--- src/rtl/pipe_ctrl.sv ---
// Pipeline control for the N-stage in-order core: merges per-stage stall requests
// into the stall bus and sequences exception flush / PC redirect to the fetch stage.
module pipe_ctrl #(
  parameter int NSTAGE  = 5,
  parameter int PC_W    = 32,
  parameter int TIMEOUT = 255,
  parameter int TO_W    = 8,
  parameter int CNT_W   = 32
) (
  input  logic              clk,
  input  logic              rst,
  input  logic [NSTAGE-1:0] stallreq,
  input  logic              exc_req,
  input  logic [PC_W-1:0]   exc_pc,
  output logic [NSTAGE:0]   stall,
  output logic [NSTAGE-1:0] flush,
  output logic              new_pc_valid,
  output logic [PC_W-1:0]   new_pc,
  input  logic              new_pc_ready,
  output logic              stall_timeout,
  output logic [CNT_W-1:0]  stall_cycles
);

  localparam logic [1:0] S_RUN   = 2'd0;
  localparam logic [1:0] S_FLUSH = 2'd1;
  localparam logic [1:0] S_REDIR = 2'd2;

  localparam logic [TO_W-1:0] TO_LIMIT = TO_W'(TIMEOUT);

  logic [1:0]        r_state;
  logic [1:0]        w_state_nxt;
  logic              w_in_run;
  logic              w_any_req;
  logic              w_exc_take;
  logic              w_handshake;
  logic              w_run_stall;
  logic              w_seen;
  logic [NSTAGE:0]   w_stall_merge;
  logic [TO_W-1:0]   r_wd;
  logic [TO_W-1:0]   w_wd_nxt;
  logic [NSTAGE-1:0] r_flush;
  logic              r_new_pc_valid;
  logic [PC_W-1:0]   r_new_pc;
  logic              r_stall_timeout;
  logic [CNT_W-1:0]  r_stall_cycles;

  assign w_in_run    = (r_state == S_RUN);
  assign w_any_req   = |stallreq;
  assign w_exc_take  = w_in_run & exc_req;
  assign w_handshake = r_new_pc_valid & new_pc_ready;
  assign w_run_stall = w_in_run & w_any_req;

  // Stall the requesting stage and everything upstream of it, down to the PC.
  // NOTE: every signal driven in always_comb gets a default first so no latch is inferred.
  always_comb begin
    w_seen        = 1'b0;
    w_stall_merge = '0;
    for (int i = NSTAGE - 1; i >= 0; i--) begin
      w_seen             = w_seen | stallreq[i];
      w_stall_merge[i+1] = w_seen;
    end
    w_stall_merge[0] = w_seen;
  end

  assign stall = w_in_run ? w_stall_merge : '0;

  always_comb begin
    w_state_nxt = r_state;
    case (r_state)
      S_RUN:   if (exc_req) w_state_nxt = S_FLUSH;
      S_FLUSH: w_state_nxt = S_REDIR;
      S_REDIR: if (w_handshake) w_state_nxt = S_RUN;
      default: w_state_nxt = S_RUN;
    endcase
  end

  // Watchdog measures the current unbroken run of stalled RUN cycles.
  always_comb begin
    w_wd_nxt = r_wd;
    if (w_exc_take) begin
      w_wd_nxt = '0;
    end else if (w_in_run) begin
      if (!w_any_req)            w_wd_nxt = '0;
      else if (r_wd != TO_LIMIT) w_wd_nxt = r_wd + TO_W'(1);
    end
  end

  // NOTE: sequential state uses non-blocking assignments so all registers update together.
  always_ff @(posedge clk or negedge rst) begin
    if (!rst) begin
      r_state        <= S_RUN;
      r_flush        <= '0;
      r_new_pc_valid <= 1'b0;
    end else begin
      r_state        <= w_state_nxt;
      r_flush        <= {NSTAGE{w_state_nxt != S_RUN}};
      r_new_pc_valid <= (w_state_nxt == S_REDIR);
    end
  end

  always_ff @(posedge clk or negedge rst) begin
    if (!rst) begin
      r_new_pc <= '0;
    end else if (w_exc_take) begin
      r_new_pc <= exc_pc;
    end
  end

  always_ff @(posedge clk or negedge rst) begin
    if (!rst) begin
      r_wd            <= '0;
      r_stall_timeout <= 1'b0;
    end else begin
      r_wd <= w_wd_nxt;
      if (w_exc_take) begin
        r_stall_timeout <= 1'b0;
      end else if (w_run_stall && (w_wd_nxt == TO_LIMIT)) begin
        r_stall_timeout <= 1'b1;
      end
    end
  end

  // Performance counter survives flushes and wraps freely.
  always_ff @(posedge clk or negedge rst) begin
    if (!rst) begin
      r_stall_cycles <= '0;
    end else if (w_run_stall) begin
      r_stall_cycles <= r_stall_cycles + CNT_W'(1);
    end
  end

  assign flush         = r_flush;
  assign new_pc_valid  = r_new_pc_valid;
  assign new_pc        = r_new_pc;
  assign stall_timeout = r_stall_timeout;
  assign stall_cycles  = r_stall_cycles;

endmodule

--- config.mk ---
export PLATFORM = sky130hd
export DESIGN_NAME = pipe_ctrl
export DESIGN_NICKNAME = d
export VERILOG_FILES = /design/src/rtl/pipe_ctrl.sv
export SDC_FILE = /design/constraint.sdc
export NUM_CORES = 1
export LEC_CHECK = 0
export BUFFER_PORTS_ARGS = -buffer_cell sky130_fd_sc_hd__buf_4
export CAP_MARGIN = 20
export CORE_MARGIN = 4
export CORE_UTILIZATION = 53
export CTS_CLUSTER_DIAMETER = 40
export DETAILED_ROUTE_END_ITERATION = 7
export GPL_ROUTABILITY_DRIVEN = 0
export GPL_TIMING_DRIVEN = 0
export PLACE_DENSITY = 0.87
export RECOVER_POWER = 25
export SYNTH_ARGS = -nofsm -noshare
export SYNTH_HDL_FRONTEND = slang
export SYNTH_SLANG_ARGS = --single-unit
--- constraint.sdc ---
create_clock -name clk -period 3.7 [get_ports clk]
set_input_delay 0.925 -clock clk [delete_from_list [all_inputs] [get_ports clk]]
set_output_delay 0.925 -clock clk [all_outputs]
set_load 0.02 [all_outputs]
Word-level counts from Yosys, hierarchy flattened --
Cells that the tools add are included.
Word-level totals: bits in read-only memories 0, output and inout bits 77, bits in writable memories 0, latch bits 0, bits in registers 77, bits of input ports 41, memories 0, logic and storage cells 36
Operators by class: multiply operators 0, bitwise operators 7, reduce and logical (&&, ||, !) cells 5, order comparisons 0, divide/modulo/power cells 0, shifts and indexed selects 0, add/sub/neg operators 2, eq/ne operators 5, muxes and demuxes 10
Operators by type and width (number):
- 32-bit by 1-bit adder with 32-bit output, second input constant | 1
- 8-bit 2-to-1 mux | 4
- 8-bit by 1-bit adder with 8-bit output, second input constant | 1
- 8-bit == test, second input constant | 1
- 8-bit inequality test, second input constant | 1
- 6-bit 2-to-1 mux | 1
- 2-bit case mux with 3 select lines | 1
- 5-bit OR reduction | 1
- 2-bit == test, second input constant | 2
- 2-bit 2-to-1 mux | 2
- 1-bit OR | 4
- 2-bit nonzero test | 2
- 1-bit AND | 3
- 2-bit by 1-bit == test with 1-bit output, second input constant | 1
- 2-bit logical NOT | 1
- 1-bit 2-to-1 mux | 2
- 1-bit logical AND | 1

Longest topological paths before layout --
Gate-level depths: netlist of the first run.
word-level depth 9, gate-level depth with buffers 6, depth with buffers taken out 6

Worst setup path before layout of the first run --
No wires, ideal clock.
path type input -> output, start point in stallreq[3], end point out stall[1], path buffers 1, stages on the path 4, arrival 1976 ps, slack 799 ps, required time 2775 ps, cells stage by stage nor3_1 > a21o_4 > inv_1 > buf_4
On the way: word-level cells in the longest chain between the ends 5
RTL lines:
- from (decl) | line 12 | input logic [NSTAGE-1:0] stallreq,
- 1-bit OR (4 in series) | line 59 | w_seen = w_seen | stallreq[i];
- 6-bit 2-to-1 mux | line 65 | assign stall = w_in_run ? w_stall_merge : '0;
- to (decl) | line 15 | output logic [NSTAGE:0] stall,
Every way passes these cells.

Worst setup path in the final report of the first run --
Ends and elaborated chain as after synthesis.

==> impl_metrics.csv, run 1 <==
group,metric,value,unit
outcome,status,"finished, violations left",
outcome,violations,"capacitance limit, slew limit",
clock_tree,htreeDepth,3,
routing,drc_errors,0,
logic_synthesis,syn_nets,317,
critical_path,rr_startpoint,"r_wd[0]",
routing,viasPerCell,5.39,
sta,skew,0.0123,ns
power_and_ir_drop,leakage,2.08,nW
critical_path,path_class,"input port to output port",
sta,period_share,0.889,
finish,area_delta_synth_final,34.8,%
global_route,grt_pass1_vias,2622,
clock_tree,clkSinkCount,77,
critical_path,crit_path_end_kind,"output port",
finish,num_antenna_cells,0,
finish,drive_gt1_frac,0.440,
finish,fin_util,0.749,
logic_synthesis,synth_cell_types,39,
critical_path,crit_start,"stallreq[3]",
power_and_ir_drop,pwr_density_cell,756,nW/µm²
floorplan,rows,28,
logic_synthesis,seq_area_frac_synth,0.576,
power_and_ir_drop,seqPwrFrac,0.381,
routing,drtAntennaViolNets,0,
global_route,antenna_found_initial,0,
critical_path,worstPathArrival,2.37,ns
floorplan,die-area,7650,µm²
floorplan,initial_utilization,0.555,
floorplan,die_w,87.5,µm
sta,final-setup-viol-count,0,
power_and_ir_drop,finalPower,0.00341,W
logic_synthesis,synth-edff-count,0,
power_and_ir_drop,combPwrFrac,0.430,
power_and_ir_drop,switching_share,0.378,
logic_synthesis,yosysTopAreaCell,"dfrtp_1",
routing,wl_per_cell,15.9,µm
sta,tns,0,ns
floorplan,fp.dieH,87.5,µm
routing,routed_wirelength,7690,µm
clock_tree,cts.clk_slew.worst_paths,0.08,ns
logic_synthesis,synth_area_leaders,"dfrtp_1 (58%), mux2_2 (11%), xnor2_1 (6.8%), nand2_1 (2.9%), nand4_1 (2.1%)",
power_and_ir_drop,ir_worst_vdd,0.602,mV
clock_tree,cts_buffers,9,
clock_tree,worstSkewPairLatency,0.35,ns
finish,nets,445,
critical_path,critical_path_required,2.77,ns
sta,rsz0062_at_grt,"no",
clock_tree,clockRootBuffer,"clkbuf_8",
critical_path,endpoint,"stall[1]",
power_and_ir_drop,pwr-share-clk,0.189,
critical_path,r2r.worst_path.cells,6,
clock_tree,cts_tree,"done",
floorplan,core,6030,µm²
floorplan,ios,118,
power_and_ir_drop,intPower,0.00212,W
logic_synthesis,synthCells,274,
logic_synthesis,synth_ff_type,"dfrtp_1",
global_route,grt_pass1_wl,12500,µm
critical_path,start_kind,"input port",
sta,slew-limit-headroom,-0.247,
sta,fin_crit,3.29,ns
critical_path,regToRegSetupSlack,1.42,ns
hold_path,hp-class,"flip-flop to flip-flop",
clock_tree,cts_buffer_depth,2,
critical_path,r2r-end,"stall_timeout",
sta,finalHoldViolCount,0,
global_route,grt_use_total,0.212,
placed_design,portBuffers,117,
power_and_ir_drop,p_switching,0.00129,W
clock_tree,cts_setup_buffers,0,
logic_synthesis,synth_seq_cells,77,
logic_synthesis,synth-async-reset-ratio,1.00,
routing,num_vias,2598,
clock_tree,cts_hold_buffers,0,
clock_tree,cts_resized,0,
logic_synthesis,syn_area,3350,µm²
flow_run,cap_violations,1,
global_route,grt_max_degree,78,
logic_synthesis,ys_warn_count,0,
routing,drt_iter0_markers,146,
global_route,gr-total-overflow,0,
logic_synthesis,synth.avg_cell_area,12.2,µm²
logic_synthesis,synth_top_area_frac,0.576,
routing,dr.pass1.iters,4,
placed_design,hpwl,5680,µm
critical_path,crit_fanout,7,
sta,worst_pin_slew,1.87,ns
sta,finalMaxSlewViolations,78,
sta,fmax,304,MHz
power by group through the flow:
stage | clock [W] | combinational, W | sequential (W)
detailed placement | 0 | 0.00148 | 0.00132
global route | 0.000691 | 0.00156 | 0.00135
global placement | 0 | 0.00145 | 0.00129
CTS | 0.000651 | 0.00148 | 0.00130
floorplan | 0 | 0.000566 | 0.00158
finish | 0.000646 | 0.00147 | 0.00130
synthesized netlist by cell type (2+ instances only):
library cell  number
nor3_2             2
or2_2              2
o21ai_0            5
xnor2_1           26
a21o_1             2
nand3_1           12
inv_1              5
nand4_1           11
buf_4              5
clkbuf_1           3
nor3_1             6
and3_1             3
a21oi_1            5
a31oi_1            3
mux2_2            33
nor2_1            12
mux2i_1            2
xor2_1             5
buf_1              2
ha_1               2
and2_1             3
dfrtp_1           77
a2111o_1           3
and4_1             5
nand2_1           26
stage by stage:
step	hold slack (ns)	area, µm²	setup slack, ns	instances
after floorplan	0.494	3350	0.799	274
after global placement	0.464	4320	0.443	466
after detailed placement	0.468	4320	0.409	466
after CTS	0.498	4520	0.408	482
after global routing	0.526	4510	0.285	482
final	0.499	4510	0.410	482
layout by cell type, fill, tap and decap left out, types with 4 or more instances in the layout:
| master | instances |
|---|---|
| nand3_1 | 12 |
| o21ai_0 | 5 |
| nor3_1 | 6 |
| nand2_1 | 26 |
| xnor2_1 | 26 |
| dfrtp_1 | 77 |
| inv_1 | 5 |
| xor2_1 | 5 |
| nand4_1 | 11 |
| nor2_1 | 12 |
| mux2_2 | 33 |
| clkbuf_1 | 4 |
| a21oi_1 | 5 |
| and4_1 | 5 |
| clkbuf_8 | 9 |
| buf_4 | 120 |
layer usage:
layer / vias to the layer above / GRT usage / share of wire
met3: 20 / 0.0378 / 0.060
met4: 0 / 0.0893 / 0.025
li1: 1222 / - / -
met1: 1257 / 0.260 / 0.40
met5: - / 0 / 0
met2: 99 / 0.365 / 0.51
registers in the layout, indices dropped and copies added, names as in the netlist:
| name | flops |
|---|---|
| flush | 1 |
| stall_cycles | 32 |
| r_wd | 8 |
| new_pc | 32 |
| new_pc_valid | 1 |
| r_state | 2 |
| stall_timeout | 1 |
worst max-delay path, stage by stage:
cell    delay (ns)
buf_4         0.11
nor3_1        0.66
a21o_4        0.26
inv_1         0.12
buf_4         0.15
buf_4         0.14
how the worst min path moves through the flow:
| stage | startpoint | endpoint | slack [ns] | cells after the start |
|---|---|---|---|---|
| floorplan | r_state[1] | new_pc_valid | 0.49 | 1 |
| global placement | stall_cycles[31] | stall_cycles[31] | 0.46 | 1 |
| detailed placement | stall_cycles[31] | stall_cycles[31] | 0.47 | 1 |
| CTS | stall_cycles[13] | stall_cycles[13] | 0.50 | 1 |
| global route | stall_cycles[30] | stall_cycles[30] | 0.53 | 1 |
| finish | stall_cycles[13] | stall_cycles[13] | 0.50 | 1 |
cell type report:
class / count / area [µm²]
Multi-Input combinational cell: 181 / 1340
Tap cell: 75 / 93.8
Buffer: 11 / 61.3
Sequential cell: 77 / 1930
Timing Repair Buffer: 117 / 876
Inverter: 5 / 18.8
Fill cell: 417 / 1510
Clock buffer: 10 / 128
Clock inverter: 6 / 68.8
cells by family after synthesis:
group / share of synthesized area
and+or+nand+nor: 0.136
DFF: 0.576
muxes: 0.117
xor gates and xnor gates: 0.0811
AOI/OAI and AO/OA: 0.0583
buffers and inverters: 0.0239
adders and majority gates: 0.00748
No activity file was read; power rests on OpenSTA's default activity.
==> inputs of run 2 (changes only) <==
--- a/config.mk
+++ b/config.mk
@@ -8,12 +8,12 @@
 export BUFFER_PORTS_ARGS = -buffer_cell sky130_fd_sc_hd__buf_4
 export CAP_MARGIN = 20
 export CORE_MARGIN = 4
-export CORE_UTILIZATION = 53
+export CORE_UTILIZATION = 35
 export CTS_CLUSTER_DIAMETER = 40
 export DETAILED_ROUTE_END_ITERATION = 7
 export GPL_ROUTABILITY_DRIVEN = 0
 export GPL_TIMING_DRIVEN = 0
-export PLACE_DENSITY = 0.87
+export PLACE_DENSITY = 0.63
 export RECOVER_POWER = 25
 export SYNTH_ARGS = -nofsm -noshare
 export SYNTH_HDL_FRONTEND = slang
==> run 2 against run 1 <==
The run still ends with capacitance limit, slew limit left. Setup slack better by 0.041 ns. Die area is 46% higher. Final cell count grew 11%. Sequential power about the same. Worst hold slack worse by 0.011 ns. Non-clock buffer count is 1 higher. Routed wire length down 0.46%. Clock power is essentially flat. Register-to-register slack improved by 0.05 ns. Count of clock-buffer cells in the layout unchanged. Flip-flop and latch count did not move. Design area rose by 2.0%. Largest cell class unchanged. Highest routed layer unchanged.
==> impl_metrics.csv, run 2 (same netlist as run 1, synthesis figures left out) <==
group,metric,value,unit
outcome,violations,"capacitance limit, slew limit",
power_and_ir_drop,finalPower,0.00340,W
outcome,status,"finished, violations left",
global_route,antenna_found_initial,0,
finish,seq_area,1930,µm²
routing,drt_iter0_markers,95,
routing,dr.pass1.iters,4,
hold_path,holdPathEnd,"stall_cycles[31]",
placed_design,portBuffers,117,
floorplan,rows,35,
sta,final-setup-viol-count,0,
global_route,grt_pass1_vias,2538,
sta,fin_crit,3.25,ns
floorplan,die_w,106,µm
floorplan,fp.dieH,106,µm
routing,num_vias,2565,
routing,wl_per_cell,14.2,µm
finish,num_antenna_cells,0,
sta,tns,0,ns
hold_path,hp-class,"flip-flop to flip-flop",
floorplan,die-area,11200,µm²
finish,stdcell_count,537,
sta,worst_pin_slew,2.08,ns
routing,viasPerCell,4.78,
critical_path,start_kind,"input port",
clock_tree,clkSinkCount,77,
hold_path,min_from,"stall_cycles[31]",
floorplan,initial_utilization,0.361,
clock_tree,cts.clk_slew.worst_paths,0.08,ns
sta,slew-limit-headroom,-0.388,
flow_run,cap_violations,1,
global_route,gr-total-overflow,0,
sta,skew,0.00775,ns
floorplan,ios,118,
finish,final_common_cell,"buf_4",
critical_path,cp_num_buf_inv,4,
clock_tree,cts_buffer_depth,2,
sta,fin_hold_ws,0.488,ns
placed_design,dp_worst_setup_slack,0.448,ns
clock_tree,htreeDepth,3,
placed_design,hpwl,5520,µm
clock_tree,cts_resized,0,
finish,multi_input_area,1340,µm²
sta,finalHoldViolCount,0,
sta,period_share,0.878,
global_route,grt_use_total,0.138,
placed_design,placedCellCount,520,
routing,drtAntennaViolNets,0,
clock_tree,cts_setup_buffers,0,
critical_path,crit_top_cell,"buf_4",
critical_path,worstPathArrival,2.32,ns
critical_path,crit_fanout,7,
clock_tree,worstSkewPairLatency,0.34,ns
critical_path,critPathMaxStageDelay,0.61,ns
critical_path,path_delay_family,"simple AND/OR/NAND/NOR gates",
critical_path,regToRegSetupSlack,1.47,ns
critical_path,rr_startpoint,"r_wd[0]",
finish,area_delta_synth_final,37.5,%
power_and_ir_drop,ir_worst_vdd,0.334,mV
clock_tree,cts_tree,"done",
power_and_ir_drop,leakage,2.08,nW
routing,routed_wirelength,7650,µm
critical_path,r2r-end,"stall_timeout",
hold_path,hold_depth,1,
clock_tree,cts_hold_buffers,0,
critical_path,critical_path_required,2.77,ns
finish,nets,446,
critical_path,crit_slowest_cell,"nor3_1",
critical_path,crit_path_end_kind,"output port",
finish,n_fill_cell,894,
floorplan,core,9280,µm²
sta,rsz0062_at_grt,"no",
critical_path,path_class,"input port to output port",
finish,drive_gt1_frac,0.441,
routing,drc_errors,0,
clock_tree,cts_buffers,9,
critical_path,crit_chain,"buf_4 -> nor3_1 -> a21o_4 -> inv_1 -> buf_4 -> buf_4",
sta,setup_ws,0.451,ns
sta,fmax,308,MHz
sta,finalMaxSlewViolations,36,
global_route,grt_pass1_wl,12500,µm
global_route,grt_max_degree,78,
clock_tree,clockRootBuffer,"clkbuf_8",
power_and_ir_drop,pwr_density_cell,738,nW/µm²
critical_path,r2r.worst_path.cells,6,
finish,mostFrequentLayoutCells,"buf_4 (120), dfrtp_1 (77), mux2_2 (33), nand2_1 (26), xnor2_1 (26)",
## run 2: metrics by stage
step / utilization / area, µm²
final: 0.496 / 4600
after global routing: 0.496 / 4600
after CTS: 0.494 / 4590
after detailed placement: 0.473 / 4390
after global placement: 0.473 / 4390
after floorplan: - / 3350
## run 2: how the worst max path moves through the flow
stage,startpoint,to,cells past startpoint
2_1_floorplan,stallreq[3],stall[1],4
3_3_place_gp,stallreq[3],stall[1],6
3_5_place_dp,stallreq[3],stall[1],6
4_1_cts,stallreq[3],stall[1],6
5_1_grt,stallreq[3],stall[1],6
6_report,stallreq[3],stall[1],6
## run 2: area by class of cell
class | instances | share of cell area
Sequential cell | 77 | 0.419
Multi-Input combinational cell | 181 | 0.291
Timing Repair Buffer | 118 | 0.194
Tap cell | 129 | 0.0351
Clock buffer | 10 | 0.0299
Clock inverter | 6 | 0.0136
Buffer | 11 | 0.0133
Inverter | 5 | 0.00408
## run 2: power breakdown
part | switching (W) | internal (W)
Sequential | 0.000197 | 0.00110
Clock | 0.000315 | 0.000328
Combinational | 0.000753 | 0.000705
## run 2: metal layers
metal / part of all wire / GRT usage / vias up / routed length [µm]
met5: 0 / 0 / - / 0
met4: 0.011 / 0.0416 / 0 / 84
met3: 0.065 / 0.0429 / 7 / 494
met2: 0.48 / 0.220 / 86 / 3670
met1: 0.44 / 0.180 / 1248 / 3400
li1: - / - / 1224 / -
## run 2: worst register-to-register path: cells and delay by family, from the launching register on
kind | cells | cell delay (ns)
AOI/OAI and AO/OA | 3 | 0.71
DFF | 1 | 0.43
adders and majority gates | 1 | 0.29
and+or+nand+nor | 2 | 0.73
